[config.mk]
export PLATFORM = sky130hd
export DESIGN_NAME = instruction_fetch_unit_flat
export DESIGN_NICKNAME = d
export VERILOG_FILES = /design/src/rtl/instruction_fetch_unit_if.sv /design/src/rtl/instruction_fetch_unit.sv /design/src/flat_wrapper.sv
export SDC_FILE = /design/constraint.sdc
export NUM_CORES = 1
export LEC_CHECK = 0
export ABC_AREA = 1
export BUFFER_PORTS_ARGS = -buffer_cell sky130_fd_sc_hd__buf_2
export CAP_MARGIN = 20
export CORE_ASPECT_RATIO = 2
export CORE_MARGIN = 3
export CORE_UTILIZATION = 40
export DETAILED_ROUTE_END_ITERATION = 7
export GPL_ROUTABILITY_DRIVEN = 0
export PLACE_DENSITY = 0.76
export SLEW_MARGIN = 20
export SYNTH_ARGS = -nofsm -noshare
export SYNTH_HDL_FRONTEND = slang
export SYNTH_SLANG_ARGS = --single-unit
[constraint.sdc]
create_clock -name clock -period 1.95 [get_ports clock]
set_clock_uncertainty 0.1 [all_clocks]
set_input_delay 0.0975 -clock clock [delete_from_list [all_inputs] [get_ports clock]]
set_output_delay 0.0975 -clock clock [all_outputs]
set_load 0.02 [all_outputs]
[src/rtl/instruction_fetch_unit_if.sv]
// Fetch-to-decode handshake bundle.
// The fetch unit drives the word and PC; decode returns out_ready.
interface instruction_fetch_unit_if #(
   parameter int PC_WIDTH    = 6,
   parameter int INSTR_WIDTH = 32
);
   logic [INSTR_WIDTH-1:0] out_instr;
   logic [PC_WIDTH-1:0]    out_pc;
   logic                   out_valid;
   logic                   out_ready;

   modport master (
      output out_instr,
      output out_pc,
      output out_valid,
      input  out_ready
   );

   modport slave (
      input  out_instr,
      input  out_pc,
      input  out_valid,
      output out_ready
   );
endinterface

[src/rtl/instruction_fetch_unit.sv]
// Instruction fetch initiator for a one-cycle synchronous instruction memory.
// Streams PC-tagged words to decode with stall, redirect and enable.
module instruction_fetch_unit #(
   parameter int                PC_WIDTH    = 6,
   parameter int                INSTR_WIDTH = 32,
   parameter logic [PC_WIDTH-1:0] RESET_PC  = '0,
   parameter int                CNT_WIDTH   = 16
) (
   input  logic                   clock,
   input  logic                   reset_n,
   input  logic                   fetch_en,
   input  logic                   branch_taken,
   input  logic [PC_WIDTH-1:0]    branch_target,
   output logic [PC_WIDTH-1:0]    PC,
   input  logic [INSTR_WIDTH-1:0] Instruction,
   instruction_fetch_unit_if.master dec,
   output logic                   misalign_err,
   output logic [CNT_WIDTH-1:0]   accept_count
);

   typedef enum logic {
      IDLE,
      STREAM
   } state_t;

   state_t              state_q;
   logic [PC_WIDTH-1:0] pc_q;
   logic [PC_WIDTH-1:0] resp_pc_q;
   logic                stall;
   logic                accept;

   assign dec.out_valid = (state_q == STREAM);
   assign dec.out_pc    = resp_pc_q;
   assign dec.out_instr = Instruction;

   assign stall  = dec.out_valid && !dec.out_ready;
   assign accept = dec.out_valid && dec.out_ready;

   // Re-issuing the stalled address keeps Instruction stable.
   assign PC = stall ? resp_pc_q : pc_q;

   always_ff @(posedge clock or negedge reset_n) begin
      if (!reset_n) begin
         state_q      <= IDLE;
         pc_q         <= RESET_PC;
         resp_pc_q    <= RESET_PC;
         misalign_err <= 1'b0;
         accept_count <= '0;
      end else begin
         misalign_err <= 1'b0;
         if (accept)
            accept_count <= accept_count + CNT_WIDTH'(1);
         if (branch_taken) begin
            pc_q         <= {branch_target[PC_WIDTH-1:2], 2'b00};
            state_q      <= IDLE;
            misalign_err <= (branch_target[1:0] != 2'b00);
         end else if (!stall) begin
            if (fetch_en) begin
               resp_pc_q <= pc_q;
               pc_q      <= pc_q + PC_WIDTH'(4);
               state_q   <= STREAM;
            end else begin
               state_q   <= IDLE;
            end
         end
      end
   end

endmodule
[src/flat_wrapper.sv]
// flat-port wrapper written by rule: the top's interface ports become plain ports
module instruction_fetch_unit_flat 
#(
   parameter int                PC_WIDTH    = 6,
   parameter int                INSTR_WIDTH = 32,
   parameter logic [PC_WIDTH-1:0] RESET_PC  = '0,
   parameter int                CNT_WIDTH   = 16
)
  (clock, reset_n, fetch_en, branch_taken, branch_target, PC, Instruction, misalign_err, accept_count, dec_out_instr, dec_out_pc, dec_out_valid, dec_out_ready);
  instruction_fetch_unit_if #(.PC_WIDTH(PC_WIDTH), .INSTR_WIDTH(INSTR_WIDTH)) dec_i ();
  input  logic clock;
  input  logic reset_n;
  input  logic fetch_en;
  input  logic branch_taken;
  input  logic [PC_WIDTH-1:0] branch_target;
  output logic [PC_WIDTH-1:0] PC;
  input  logic [INSTR_WIDTH-1:0] Instruction;
  output logic misalign_err;
  output logic [CNT_WIDTH-1:0] accept_count;
  output wire logic [$bits(dec_i.out_instr)-1:0] dec_out_instr;
  output wire logic [$bits(dec_i.out_pc)-1:0] dec_out_pc;
  output wire logic [$bits(dec_i.out_valid)-1:0] dec_out_valid;
  input wire logic [$bits(dec_i.out_ready)-1:0] dec_out_ready;
  assign dec_out_instr = dec_i.out_instr;
  assign dec_out_pc = dec_i.out_pc;
  assign dec_out_valid = dec_i.out_valid;
  assign dec_i.out_ready = dec_out_ready;
  instruction_fetch_unit #(.PC_WIDTH(PC_WIDTH), .INSTR_WIDTH(INSTR_WIDTH), .RESET_PC(RESET_PC), .CNT_WIDTH(CNT_WIDTH)) u_core (.clock(clock), .reset_n(reset_n), .fetch_en(fetch_en), .branch_taken(branch_taken), .branch_target(branch_target), .PC(PC), .Instruction(Instruction), .dec(dec_i), .misalign_err(misalign_err), .accept_count(accept_count));
endmodule
==> run summary <==
Status - finished clean
Max Root-Sink Buffers - 2
Combinational share of power - 27.2%
Design Power - 1430 uW
LEAKAGE - 0.000928 uW
Syn Area/Cell - 7.94 um^2
Drt wl/cell - 11.7 um
Final Hold Violating Endpoints - 0
Placeable Area - 0.00392 mm^2
DRC violations left - 0
1st-iter DRT viols - 11
Synth cell types - 22
Mapped Cells - 207
Largest area contributor in the netlist - dfrtp_1
Vias in the first global route - 1250
Switching fraction of total power - 34.7%
Relative slew slack - 60.6%
Floorplan row count - 32
RSZ-0062 raised after global routing - false
CP endpoint kind - register
P per Cell Area - 813 mW/mm^2
Post-DRT Antenna Nets - 0
Most common cell in the synthesized netlist - nand2_1
Final setup fails - 0
Total Wirelength - 3190 um
Total I/O pin count - 105
Placement Cell Area - 0.00163 mm^2
Drt pass-1 iters - 4
Global-route wire length before repair - 5440 um
Internal power - 935 uW
IO buf count - 36
Layout area overhead - 7.31%
Global route overflow - 0
Number of diodes - 0
Setup slack, reg-to-reg - 340 ps
Clk pwr share - 24.1%
Num CTS Buffers - 3
Vias per Instance - 4.58
Final nets - 268
CTS root buf - clkbuf_8
Die width - 51.3 um
Tmin final - 1610 ps
Psw - 498 uW
DP Wirelength - 2520 um
Die area - 0.00496 mm^2
Commonest cells in the netlist - nand2_1 (52), buf_4 (36), dfrtp_1 (26)
Starting Density - 41.9%
Worst Hold Class - in2reg
Worst EP arrival - 1710 ps
Post-synth top flop - dfrtp_1
Share of the synthesized area in the top cell type - 39.6%
# H-tree levels - 1
Yosys warns - 0
GR Util All Layers - 14.2%
Clock Latency Late Sink - 270 ps
Via count - 1249
Setup Fix Bufs, Post-CTS - 0
Setup TNS - 0 ps
Max Clk Rate - 0.623 GHz
Final Cycle Share - 82.4%
Seq cells post-synth - 26
# fillers - 408
Max cap viols - 0
Fin. max-slew vios - 0
Initial antenna violation count - 0
Die Ht - 96.7 um
Post-synth EDFFs - 0
Post-CTS resize count - 0
Largest net degree at the start of global routing - 27
Sequential area share after synthesis - 39.6%
Async SR Flop Fraction - 100%
Critical path class - reg2reg
Fraction of layout instances using a drive strength above 1 - 23.9%
Synth area leaders - dfrtp_1 (40%), buf_4 (16%), nand2_1 (12%), inv_1 (5.7%), nor2_4 (4.1%)
CTS tree - done
Post-route design area - 0.00176 mm^2
Peak VDD IR - 466 uV
Part of the power in registers - 48.7%
Reg clk slew, reported paths - 90 ps
Post-Syn Area - 0.00164 mm^2
CP max FO - 10
Startpoint Class - register
Worst path required time - 2060 ps
Clk sink count - 26
Slew @ Worst Pin - 591 ps
[critical path, stage by stage (launching register included)]
cell,delay (ps)
dfrtp_1,420
inv_1,90
nor2_4,240
nor2_1,70
nor2_1,80
dlygate4sd3_1,550
[cell families after synthesis]
family | after synthesis | share of synthesized area (%)
flip-flops | 26 | 39.6
adder cells (fa/ha/maj) | 2 | 1.52
other | 1 | 0.228
AND/OR/NAND/NOR | 95 | 27.5
AO/OA/AOI/OAI | 12 | 3.96
buffers and inverters | 62 | 22.4
XOR/XNOR | 9 | 4.79
[power groups by stage]
stage,sequential [uW],combinational [uW],clock (uW)
finish,698,390,345
global route,713,434,384
CTS,700,398,358
detailed placement,709,384,0
global placement,709,375,0
floorplan,775,267,0
[metal layers]
metal  up-vias  global-route usage (%)  wire (um)
met5         -                       0          0
met4         0                    6.26         66
li1        626                       -          -
met3        12                    1.54        192
met1       574                    12.1       1030
met2        37                    29.6       1900
[placed cells by master (no fill, tap or decap), types with 2 or more instances in the layout]
master | netlist | final
nand2_1 | 52 | 52
ha_1 | 2 | 2
nor2_1 | 13 | 13
nand2_2 | 3 | 3
clkbuf_8 | 0 | 4
conb_1 | 1 | 4
nand3b_1 | 2 | 2
buf_2 | 0 | 36
dfrtp_1 | 26 | 26
inv_1 | 25 | 25
o21ai_0 | 9 | 9
xnor2_1 | 4 | 4
nand4_1 | 3 | 3
nor2_2 | 2 | 2
nor2_4 | 6 | 6
dlygate4sd3_1 | 0 | 8
xor2_1 | 5 | 5
nand3_1 | 12 | 12
[stage by stage]
stage / setup WS (ps) / hold WS, ps / cells / util, %
floorplan: 501 / -298 / 210 / -
global placement: 605 / 38.2 / 261 / 41.5
detailed placement: 549 / 35.9 / 261 / 41.5
CTS: 359 / 53.2 / 273 / 45.0
global route: 265 / 71.8 / 273 / 45.0
finish: 344 / 51.9 / 273 / 45.0
[flip-flops by register name, summed over array words and instances (netlist names)]
register and flops:
u_core.accept_count 16, u_core.dec.out_pc 4, u_core.dec.out_valid 1, u_core.misalign_err 1, u_core.pc_q 4
[final timing paths]
kind | start | endpoint | cells past startpoint
min | branch_taken | u_core.pc_q[5]$_DFFE_PN0P_ | 3
max | u_core.dec.out_valid$_DFFE_PN0P_ | u_core.dec.out_valid$_DFFE_PN0P_ | 5
min reg2reg | u_core.accept_count[15]$_DFFE_PN0P_ | u_core.accept_count[15]$_DFFE_PN0P_ | 2
max reg2reg | u_core.dec.out_valid$_DFFE_PN0P_ | u_core.dec.out_valid$_DFFE_PN0P_ | 5
min in group asynchronous | reset_n | u_core.misalign_err$_DFF_PN0_ | 2
max in group asynchronous | reset_n | u_core.accept_count[13]$_DFFE_PN0P_ | 2
[repair_timing]
action                                  in CTS  in global routing
endpoints found under the setup margin       0                  0
hold buffers                                 8                  0
endpoints found under the hold margin       31                  0
[layout make-up]
| type | instances | area (um^2) | share of cell area (%) |
|---|---|---|---|
| clock buffer | 4 | 55.1 | 3.12 |
| inverter | 26 | 97.6 | 5.53 |
| multi-input combinational | 122 | 637 | 36.1 |
| sequential | 26 | 651 | 36.9 |
| tap | 51 | 63.8 | 3.62 |
| timing repair buffer | 44 | 260 | 14.8 |
No activity file was read; power rests on OpenSTA's default activity.
